## config.mk

```make
export PLATFORM = sky130hd
export DESIGN_NAME = tag_sched
export DESIGN_NICKNAME = d
export VERILOG_FILES = /design/src/rtl/tag_sched.sv
export SDC_FILE = /design/constraint.sdc
export NUM_CORES = 1
export LEC_CHECK = 0
export BUFFER_PORTS_ARGS = -buffer_cell sky130_fd_sc_hd__buf_2
export CAP_MARGIN = 20
export CORE_AREA = 5 5 66 68
export DETAILED_ROUTE_END_ITERATION = 8
export DIE_AREA = 0 0 71 73
export GPL_TIMING_DRIVEN = 0
export PLACE_DENSITY = 0.67
export SYNTH_ARGS = -nofsm -noshare
export SYNTH_HDL_FRONTEND = slang
export SYNTH_SLANG_ARGS = --single-unit
```

## constraint.sdc

```tcl
create_clock -name clk -period 1.63 [get_ports clk]
set_input_delay 0.326 -clock clk [delete_from_list [all_inputs] [get_ports clk]]
set_output_delay 0.326 -clock clk [all_outputs]
set_load 0.02 [all_outputs]
```

## src/rtl/tag_sched.sv

```systemverilog
// tag_sched: loads a tag downstream, unlocks PE columns one per cycle, then waits
// until every column has reported completion before accepting the next tag.
module tag_sched #(
    parameter int NUM_COL = 8,
    parameter int TAG_W   = $clog2(NUM_COL)
) (
    input  logic               clk,
    input  logic               rst,
    input  logic               req_valid,
    input  logic [TAG_W-1:0]   req_tag,
    output logic               req_ready,
    input  logic [NUM_COL-1:0] col_done,
    input  logic               abort,
    output logic               flush,
    output logic [TAG_W-1:0]   tag_in,
    output logic [NUM_COL-1:0] tag_locks,
    output logic               busy,
    output logic               err
);
    localparam int PW = $clog2(NUM_COL) + 1;
    localparam logic [NUM_COL-1:0] ONE = 1;
    typedef enum logic [1:0] {IDLE, LOAD, SWEEP, WAIT} state_t;
    state_t state_q, state_d;
    logic [TAG_W-1:0] tag_q, tag_d;
    logic [NUM_COL-1:0] locks_q, locks_d, mask_q, mask_d, hit;
    logic [PW-1:0] ptr_q, ptr_d;
    logic err_q, err_d;
    always_comb begin
        // only pulses on already-unlocked columns count as completions
        hit = col_done & ~locks_q;
        state_d = state_q;
        tag_d = tag_q;
        locks_d = locks_q;
        mask_d = mask_q | hit;
        ptr_d = ptr_q;
        err_d = err_q | |(col_done & locks_q);
        if (abort && state_q != IDLE) begin
            state_d = IDLE;
            locks_d = '1;
            mask_d = '0;
            ptr_d = '0;
        end else begin
            case (state_q)
                IDLE: if (req_valid && !abort) begin
                    state_d = LOAD;
                    tag_d = req_tag;
                end
                LOAD: begin
                    state_d = SWEEP;
                    ptr_d = '0;
                end
                SWEEP: begin
                    locks_d = locks_q & ~(ONE << ptr_q);
                    ptr_d = ptr_q + 1'b1;
                    if (ptr_q == PW'(NUM_COL - 1)) state_d = WAIT;
                end
                WAIT: if (&mask_d) begin
                    state_d = IDLE;
                    locks_d = '1;
                    mask_d = '0;
                    ptr_d = '0;
                end
                default: state_d = IDLE;
            endcase
        end
    end
    always_ff @(posedge clk) begin
        if (rst) begin
            state_q <= IDLE;
            tag_q <= '0;
            locks_q <= '1;
            mask_q <= '0;
            ptr_q <= '0;
            err_q <= 1'b0;
        end else begin
            state_q <= state_d;
            tag_q <= tag_d;
            locks_q <= locks_d;
            mask_q <= mask_d;
            ptr_q <= ptr_d;
            err_q <= err_d;
        end
    end
    assign req_ready = state_q == IDLE;
    assign flush = state_q == LOAD;
    assign busy = state_q != IDLE;
    assign tag_in = tag_q;
    assign tag_locks = locks_q;
    assign err = err_q;
endmodule

```

==> summary.md, run 1 <==
| Metric | Value |
|---|---|
| Synthesized net count | `154` |
| Crit path required time | `1.80 ns` |
| Met1 usage | `0.120` |
| Count of different cell masters after synthesis | `36` |
| Max-Cap Viols | `0` |
| Worst reg2reg startpoint | `tag_locks[3]` |
| Iter 0 DRT Violations | `27` |
| GR peak layer | `met2` |
| Pre-antenna DRT Iters | `4` |
| Residual DRC | `0` |
| Width of the die | `71 µm` |
| CTS Hold Bufs | `0` |
| Crit path capture type | `register` |
| Worst-path fanout max | `5` |
| Routed WL | `3.02 mm` |
| Hold Path Class | `in -> reg` |
| Top FF cell, synth | `dfxtp_1` |
| Critical Path, Cell by Cell | `nor2b_4, o22ai_4, o41ai_4, buf_4, nand3_1, a21o_1` |
| Vias | `1,137` |
| Pins Over Slew Limit | `0` |
| Critical path arrival | `1.78 ns` |
| Avg Inst Size Synth | `10.4 µm²` |
| Worst IR Drop VDD | `0.326 mV` |
| Synth Cell Area | `0.00133 mm²` |
| Setup crit start kind | `register` |
| Maximum clock insertion buffer count | `2` |
| # diodes | `0` |
| FF-to-FF setup slack | `0.02 ns` |
| TritonCTS Sinks | `26` |
| Reg2Reg Depth | `6` |
| Synthesized flop and latch total | `26` |
| Skew-Pair Late Insertion Delay | `0.28 ns` |
| Post-detail-place hpwl | `2.30 mm` |
| Global route overflow | `0` |
| First-pass GRT wire length | `4.75 mm` |
| Die Y | `73 µm` |
| Reg clk slew, reported paths | `0.09 ns` |
| H-Tree Depth | `1` |
| WS Path Type | `reg -> reg` |
| Slowest CP cell | `o41ai_4` |
| Post-route minimum period | `1.61 ns` |
| Root Buffer | `clkbuf_8` |
| Final nets | `197` |
| CP Launch Point | `tag_locks[3]` |
| Average wire per standard cell | `13.7 µm` |
| Fin. Hold Viols | `0` |
| Outcome | `finished, final reports clean` |
| Starting Density | `0.351` |
| Tot GR Track Use | `0.116` |
| Asr flop ratio synth | `0` |
| Post-synth EDFFs | `0` |
| CP Capture Point | `tag_locks[7]` |
| Syn Inst Count | `128` |
| Vias in the first global route | `1,107` |
| GP Congestion | `0.811` |
| Total Power Consumption | `0.00172 W` |
| Layout cells sized above 1 | `0.441` |
| Largest net degree at the start of global routing | `15` |
| Port bufs | `29` |
| Slew headroom | `0.744` |
| DR vias/cell | `5.17` |
| Worst hold margin | `0.272 ns` |
| Synth Warn # | `0` |
| Initial antenna violation count | `0` |
| Clock skew | `0.00798 ns` |
| FMAX | `622 MHz` |
| CTS tree | `yes` |
| Fillers | `377` |
| DIE AREA | `0.00518 mm²` |
| Number of buffers created by CTS | `3` |
| Leak | `0.838 nW` |
| Sequential share of the synthesized area | `0.390` |
| Final worst path period share | `0.986` |
| DRT antenna net count | `0` |
| Worst slew pin tran | `0.376 ns` |
| Core area | `0.00380 mm²` |
| R2r endpoint | `tag_locks[7]` |
| Ports | `30` |
| Pwr dens | `979 mW/mm²` |
| Area Overhead vs Synth | `32.1%` |
| Met3 Use GR | `0.0220` |
| Rows | `23` |
| Unrepaired setup endpoints after global routing | `true` |
| # setup viols final | `0` |
| M2 GR Usage | `0.215` |
| Critical Path Max Stage Delay | `0.43 ns` |
sequential cells by signal, indices dropped and copies added, names as in the netlist:
signal / flops
state_q: 2
err: 1
mask_q: 8
tag_locks: 8
tag_in: 3
ptr_q: 4
routing by layer:
metal  share of wire  wire, µm  up-vias
li1                -         -      553
met1            0.39      1190      545
met2            0.55      1650       33
met3           0.038       114        6
met4           0.020        61        0
met5               0         0        -
worst min path at each step:
stage	slack, ns	startpoint	depth (start not counted)	end
after CTS	0.27	req_tag[0]	3	tag_in[0]
after global placement	0.46	mask_q[7]	1	mask_q[7]
final	0.27	req_tag[0]	3	tag_in[0]
after floorplan	0.40	rst	1	err
after detailed placement	0.47	mask_q[1]	1	mask_q[1]
after global routing	0.29	req_tag[0]	3	tag_in[0]
area by class of cell:
class,count,area (µm²),area share
Buffer,2,22.5,0.0128
Clock buffer,4,55.1,0.0312
Inverter,7,26.3,0.0149
Multi-Input combinational cell,92,838,0.476
Sequential cell,26,532,0.302
Tap cell,50,62.6,0.0355
Timing Repair Buffer,39,225,0.128
critical path: cells and delay by family (launching register included):
family	cells	cell delay, ns
AOI/OAI and AO/OA	3	0.71
DFF	1	0.37
and+or+nand+nor	2	0.22
buffers and inverters	1	0.21
timing repair:
item                                   in CTS  in global routing
setup endpoints to repair                  16                 12
gates resized for setup                    15                 10
buffers inserted                            3                  5
gates cloned                                0                  2
pin swaps                                   3                 10
endpoints found under the hold margin       0                  0
cells in the final DEF (no fill, tap or decap), types with 2 or more instances in the layout:
master / n
buf_2: 30
dfxtp_1: 19
a21o_1: 10
ha_1: 10
o21ba_1: 8
nand3_1: 7
buf_4: 7
mux2i_1: 6
nor2_1: 6
nand4_1: 6
dfxtp_2: 6
inv_1: 4
a21oi_1: 4
nand2_1: 4
nor2b_4: 4
buf_6: 4
clkbuf_8: 4
inv_2: 3
nand3b_1: 3
o22ai_4: 2
o22ai_2: 2
and2b_2: 2
nor2b_2: 2
Yosys cell counts (2+ instances only):
cell type | n | share of area
mux2i_1 | 7 | 0.053
nand4_1 | 6 | 0.028
o22ai_2 | 2 | 0.019
and2b_1 | 2 | 0.011
nand2_1 | 4 | 0.011
nor2_1 | 7 | 0.020
o21ba_1 | 8 | 0.060
dfxtp_1 | 26 | 0.39
nand3_1 | 7 | 0.026
nand3b_1 | 3 | 0.017
a21oi_1 | 4 | 0.015
nor2b_2 | 2 | 0.013
nor2b_1 | 3 | 0.014
a21o_1 | 10 | 0.056
ha_1 | 11 | 0.10
inv_1 | 6 | 0.017
power by group:
part / switching, W / internal, W / total [W]
combinational: 0.000339 / 0.000254 / 0.000593
sequential: 0.0000358 / 0.000671 / 0.000707
clock: 0.000208 / 0.000216 / 0.000424
total: 0.000583 / 0.00114 / 0.00172
per-stage QoR:
step | TNS, ns | instance area (µm²) | util | setup WS (ns) | instances
detailed placement | -2.51 | 1560 | 0.411 | -0.211 | 207
finish | 0 | 1760 | 0.464 | 0.0224 | 220
global placement | -2.42 | 1560 | 0.411 | -0.229 | 207
CTS | 0 | 1690 | 0.444 | 0.00212 | 213
global route | -0.430 | 1760 | 0.464 | -0.0798 | 220
floorplan | 0 | 1350 | - | 0.000344 | 128
kinds of logic after synthesis:
group / count (synthesis) / synth area share
AOI/OAI and AO/OA: 36 / 0.248
adders and majority gates: 11 / 0.103
and+or+nand+nor: 38 / 0.170
muxes: 7 / 0.0525
DFF: 26 / 0.390
buffers and inverters: 10 / 0.0366
No activity file was read; power rests on OpenSTA's default activity.
==> run 2: changes to the inputs <==
==> config.mk (replaced) <==
export PLATFORM = sky130hd
export DESIGN_NAME = tag_sched
export DESIGN_NICKNAME = d
export VERILOG_FILES = /design/src/rtl/tag_sched.sv
export SDC_FILE = /design/constraint.sdc
export NUM_CORES = 1
export LEC_CHECK = 0
export BUFFER_PORTS_ARGS = -buffer_cell sky130_fd_sc_hd__buf_4
export CAP_MARGIN = 20
export CORE_AREA = 5 5 66 68
export DETAILED_ROUTE_END_ITERATION = 8
export DIE_AREA = 0 0 71 73
export GPL_TIMING_DRIVEN = 0
export SYNTH_ARGS = -nofsm -noshare
export SYNTH_HDL_FRONTEND = slang
export SYNTH_SLANG_ARGS = --single-unit
==> run 2 against run 1 <==
Net effect: the flow now finishes with violations (setup timing); routed wire length grew 3.8%; sequential power hardly changed; power barely moved; critical endpoint is now tag_locks[4]; largest power group unchanged.
==> summary.md, run 2 (synthesis gave the netlist of run 1 again) <==
| Metric | Value |
|---|---|
| Outcome | `finished with violations` |
| Violated checks | `setup timing` |
| R2r endpoint | `tag_locks[4]` |
| GP Congestion | `0.795` |
| Crit path capture type | `register` |
| FF+latch area | `534 µm²` |
| FMAX | `601 MHz` |
| Fin. Hold Viols | `0` |
| Port bufs | `29` |
| Initial antenna violation count | `0` |
| DIE AREA | `0.00518 mm²` |
| Pins Over Slew Limit | `0` |
| Fillers | `365` |
| # diodes | `0` |
| Final nets | `197` |
| Unrepaired setup endpoints after global routing | `true` |
| CP Capture Point | `tag_locks[4]` |
| Reg2Reg Depth | `6` |
| Vias | `1,092` |
| H-Tree Depth | `1` |
| Root Buffer | `clkbuf_8` |
| Final Util | `0.484` |
| Ports | `30` |
| Worst IR Drop VDD | `0.346 mV` |
| Slew headroom | `0.720` |
| Pre-antenna DRT Iters | `4` |
| Starting Density | `0.351` |
| Pre-CTS WS | `-0.269 ns` |
| Post-detail-place hpwl | `2.34 mm` |
| CTS Hold Bufs | `0` |
| Iter 0 DRT Violations | `36` |
| Hold Path Class | `in -> reg` |
| Area Overhead vs Synth | `37.9%` |
| DRT antenna net count | `0` |
| Skew-Pair Late Insertion Delay | `0.26 ns` |
| Final worst path period share | `1.02` |
| Worst reg2reg startpoint | `tag_locks[6]` |
| Hold Crit Start | `rst` |
| Core area | `0.00380 mm²` |
| Max-Cap Viols | `0` |
| Most frequent cells in the layout | `40 x buf_4, 19 x dfxtp_1, 10 x a21o_1` |
| Crit path required time | `1.79 ns` |
| Most common cell after layout, fill and taps aside | `buf_4` |
| Cell Count, Final, Fillers Out | `219` |
| Global route overflow | `0` |
| FF-to-FF setup slack | `-0.03 ns` |
| First-pass GRT wire length | `5.04 mm` |
| Total Power Consumption | `0.00172 W` |
| Residual DRC | `0` |
| Pwr dens | `937 mW/mm²` |
| Clock skew | `0.00171 ns` |
| Average wire per standard cell | `14.3 µm` |
| Die Y | `73 µm` |
| Critical path arrival | `1.83 ns` |
| Placed cell count | `207` |
| Tot GR Track Use | `0.121` |
| TritonCTS Sinks | `26` |
| Post-route minimum period | `1.66 ns` |
| Layout cells sized above 1 | `0.473` |
| # setup viols final | `4` |
| Worst slew pin tran | `0.412 ns` |
| Vias in the first global route | `1,102` |
| Worst-path fanout max | `5` |
| DR vias/cell | `4.99` |
| Largest net degree at the start of global routing | `14` |
| Worst hold margin | `0.269 ns` |
| Maximum clock insertion buffer count | `2` |
| Final WS setup | `-0.0348 ns` |
| CP Launch Point | `tag_locks[6]` |
| Leak | `0.851 nW` |
| CTS tree | `yes` |
| Setup crit start kind | `register` |
| Width of the die | `71 µm` |
| Footprint of the multi-input gates | `863 µm²` |
| Reg clk slew, reported paths | `0.08 ns` |
| Rows | `23` |
| Number of buffers created by CTS | `3` |
| WS Path Type | `reg -> reg` |
| Routed WL | `3.13 mm` |
-- run 2: cell types whose count changed in the layout (fill, tap and decap cells not counted), moves of 2 or more --
cell and change:
buf_4 +33, buf_2 -30, buf_6 -3, a21oi_1 -2, a21oi_2 +2
-- run 2: what timing repair did --
action,CTS,global route
gates cloned,1,0
setup buffers,5,4
pin swaps,7,9
gates resized for setup,13,17
hold endpoints to repair,0,0
setup endpoints to repair,16,20
-- run 2: layout make-up --
type | count | area share
multi-input combinational | 92 | 0.469
timing repair buffer | 39 | 0.159
clock buffer | 3 | 0.0224
sequential | 26 | 0.290
inverter | 7 | 0.0143
tap | 50 | 0.0340
buffer | 2 | 0.0102
-- run 2: how the worst min path moves through the flow --
stage / to / slack, ns / depth (start not counted)
floorplan: err / 0.40 / 1
global placement: mask_q[1] / 0.46 / 1
detailed placement: mask_q[7] / 0.47 / 1
CTS: err / 0.26 / 2
global route: tag_in[1] / 0.27 / 2
finish: err / 0.27 / 2
-- run 2: per-stage QoR --
stage                     TNS (ns)  instance area (µm²)
after CTS                        0                 1740
final                      -0.0677                 1840
after global routing        -0.826                 1840
after detailed placement     -3.33                 1630
after floorplan                  0                 1350
after global placement       -2.81                 1630
-- run 2: worst max-delay path: stages (launching register included) --
cell and delay [ns]:
dfxtp_2 0.35, nor2b_2 0.17, o22ai_2 0.14, o41ai_4 0.43, buf_6 0.17, nand4_1 0.12
a21o_1 0.18
-- run 2: layer usage --
layer	up-vias	GRT usage	part of all wire
li1	548	-	-
met1	523	0.145	0.42
met2	15	0.219	0.53
met3	6	0.0193	0.031
met4	0	0.0438	0.017
met5	-	0	0
-- run 2: report_power, final --
group	switching (W)	internal, W	total, W
Sequential	0.0000388	0.000669	0.000708
Combinational	0.000372	0.000296	0.000668
Clock	0.000183	0.000165	0.000348
Total	0.000593	0.00113	0.00172
==> run 3: changes to the inputs <==
--- a/config.mk
+++ b/config.mk
@@ -8,9 +8,12 @@
 export BUFFER_PORTS_ARGS = -buffer_cell sky130_fd_sc_hd__buf_4
 export CAP_MARGIN = 20
 export CORE_AREA = 5 5 66 68
+export CTS_CLUSTER_SIZE = 30
 export DETAILED_ROUTE_END_ITERATION = 8
 export DIE_AREA = 0 0 71 73
 export GPL_TIMING_DRIVEN = 0
+export SETUP_SLACK_MARGIN = 0.4
 export SYNTH_ARGS = -nofsm -noshare
 export SYNTH_HDL_FRONTEND = slang
 export SYNTH_SLANG_ARGS = --single-unit
+export TNS_END_PERCENT = 30
==> run 3 against run 2 <==
Net effect: the run now ends clean; flip-flop and latch count did not move; clock power is 5% higher; first-iteration DRC count grew 8.3%; fmax rose by 3.8%; core utilization up 1.2 points; critical endpoint unchanged; highest routed layer unchanged.
==> summary.md, run 3 (synthesis gave the netlist of run 1 again) <==
| Metric | Value |
|---|---|
| Most frequent cells in the layout | `35 x buf_4, 17 x dfxtp_1, 10 x a21o_1, 10 x ha_1, 8 x o21ba_1` |
| R2r endpoint | `tag_locks[4]` |
| Worst reg2reg startpoint | `tag_locks[5]` |
| Tot GR Track Use | `0.125` |
| Crit path required time | `1.79 ns` |
| Fin. Hold Viols | `0` |
| Width of the die | `71 µm` |
| Residual DRC | `0` |
| Pins Over Slew Limit | `0` |
| Worst slew pin tran | `0.363 ns` |
| Hold-critical path endpoint | `err` |
| CTS tree | `yes` |
| Largest net degree at the start of global routing | `15` |
| Cell Count, Final, Fillers Out | `222` |
| Unrepaired setup endpoints after global routing | `true` |
| # setup viols final | `0` |
| Worst IR Drop VDD | `0.343 mV` |
| Skew-Pair Late Insertion Delay | `0.26 ns` |
| GR peak layer | `met2` |
| Average wire per standard cell | `13.9 µm` |
| Post-route minimum period | `1.60 ns` |
| # diodes | `0` |
| Starting Density | `0.351` |
| Met1 usage | `0.146` |
| Most common cell after layout, fill and taps aside | `buf_4` |
| Vias in the first global route | `1,164` |
| Slew headroom | `0.753` |
| Reg clk slew, reported paths | `0.09 ns` |
| FMAX | `623 MHz` |
| First-pass GRT wire length | `5.22 mm` |
| DIE AREA | `0.00518 mm²` |
| Initial antenna violation count | `0` |
| Clock skew | `0.00208 ns` |
| Ports | `30` |
| FF-to-FF setup slack | `0.03 ns` |
| Critical path arrival | `1.77 ns` |
| Core area | `0.00380 mm²` |
| Final nets | `199` |
| Post-placement cell area | `0.00169 mm²` |
| Crit path capture type | `register` |
| Vias | `1,096` |
| Iter 0 DRT Violations | `39` |
| WS Path Type | `reg -> reg` |
| Die Y | `73 µm` |
| Worst-path fanout max | `5` |
| Max-Cap Viols | `0` |
| GP Congestion | `0.855` |
| Placed cell count | `207` |
| Number of buffers created by CTS | `3` |
| Root Buffer | `clkbuf_8` |
| Hold Crit Start | `rst` |
| Outcome | `finished, final reports clean` |
| DR vias/cell | `4.94` |
| Routed WL | `3.08 mm` |
| Final worst path period share | `0.984` |
| Final Util | `0.496` |
| Layout cells sized above 1 | `0.483` |
| TritonCTS Sinks | `26` |
| CTS Hold Bufs | `0` |
| Post-detail-place hpwl | `2.42 mm` |
| Setup crit start kind | `register` |
| Rows | `23` |
| Met3 Use GR | `0.0275` |
| Final WS setup | `0.0260 ns` |
| Setup TNS | `0 ns` |
| Pre-antenna DRT Iters | `4` |
| Area Overhead vs Synth | `41.3%` |
| Final Cell Area | `0.00188 mm²` |
| Port bufs | `29` |
| Maximum clock insertion buffer count | `2` |
| Hold Path Class | `in -> reg` |
| DRT antenna net count | `0` |
| M2 GR Usage | `0.225` |
| Leak | `0.862 nW` |
| Pwr dens | `925 mW/mm²` |
| H-Tree Depth | `1` |
| Hold Path Depth | `2` |
| Reg2Reg Depth | `6` |
| Global route overflow | `0` |
| Pre-CTS WS | `-0.154 ns` |
==> run 3: where the power goes <==
group | internal, W | switching [W]
clock network | 0.000169 | 0.000197
logic | 0.000304 | 0.000364
registers | 0.000671 | 0.0000384
total | 0.00114 | 0.000600
==> run 3: cell type report <==
type,instances,area (µm²)
fillers,374,1910
multi-input cells,92,860
flip-flops and latches,26,537
repair buffers,40,319
well taps,50,62.6
clock buffers,3,41.3
inverters,7,33.8
plain buffers,3,27.5
clock inverters,1,3.75
==> run 3: how the worst max path moves through the flow <==
stage / start / to / slack (ns) / cells after the start
2_1_floorplan: state_q[1] / tag_locks[0] / 0.09 / 8
3_3_place_gp: col_done[7] / tag_locks[5] / -0.13 / 7
3_5_place_dp: col_done[1] / tag_locks[5] / -0.15 / 7
4_1_cts: tag_locks[4] / tag_locks[5] / 0.02 / 6
5_1_grt: tag_locks[3] / tag_locks[1] / -0.06 / 6
6_report: tag_locks[5] / tag_locks[4] / 0.03 / 6
==> run 3: stage by stage <==
stage | total power (W) | hold WS [ns]
6_report | 0.00174 | 0.265
5_1_grt | 0.00185 | 0.262
4_1_cts | 0.00174 | 0.260
3_5_place_dp | 0.00134 | 0.480
3_3_place_gp | 0.00132 | 0.466
2_1_floorplan | 0.00116 | 0.395
==> run 3: timing repair <==
action / in CTS / in global routing
pin swaps: 7 / 3
gates cloned: 1 / 0
setup endpoints to repair: 26 / 33
buffers inserted: 7 / 3
resized for setup: 8 / 12
==> run 3: metal layers <==
layer | up-vias | wire [µm]
met4 | 0 | 19
met5 | - | 0
met1 | 526 | 1300
li1 | 556 | -
met3 | 2 | 92
met2 | 12 | 1670
==> run 3: worst max-delay path, stage by stage (launching register included) <==
cell and delay (ns):
dfxtp_4 0.37, nor2b_4 0.13, o22ai_4 0.09, o41ai_4 0.45, buf_6 0.17, nand4_1 0.10, a21o_1 0.18
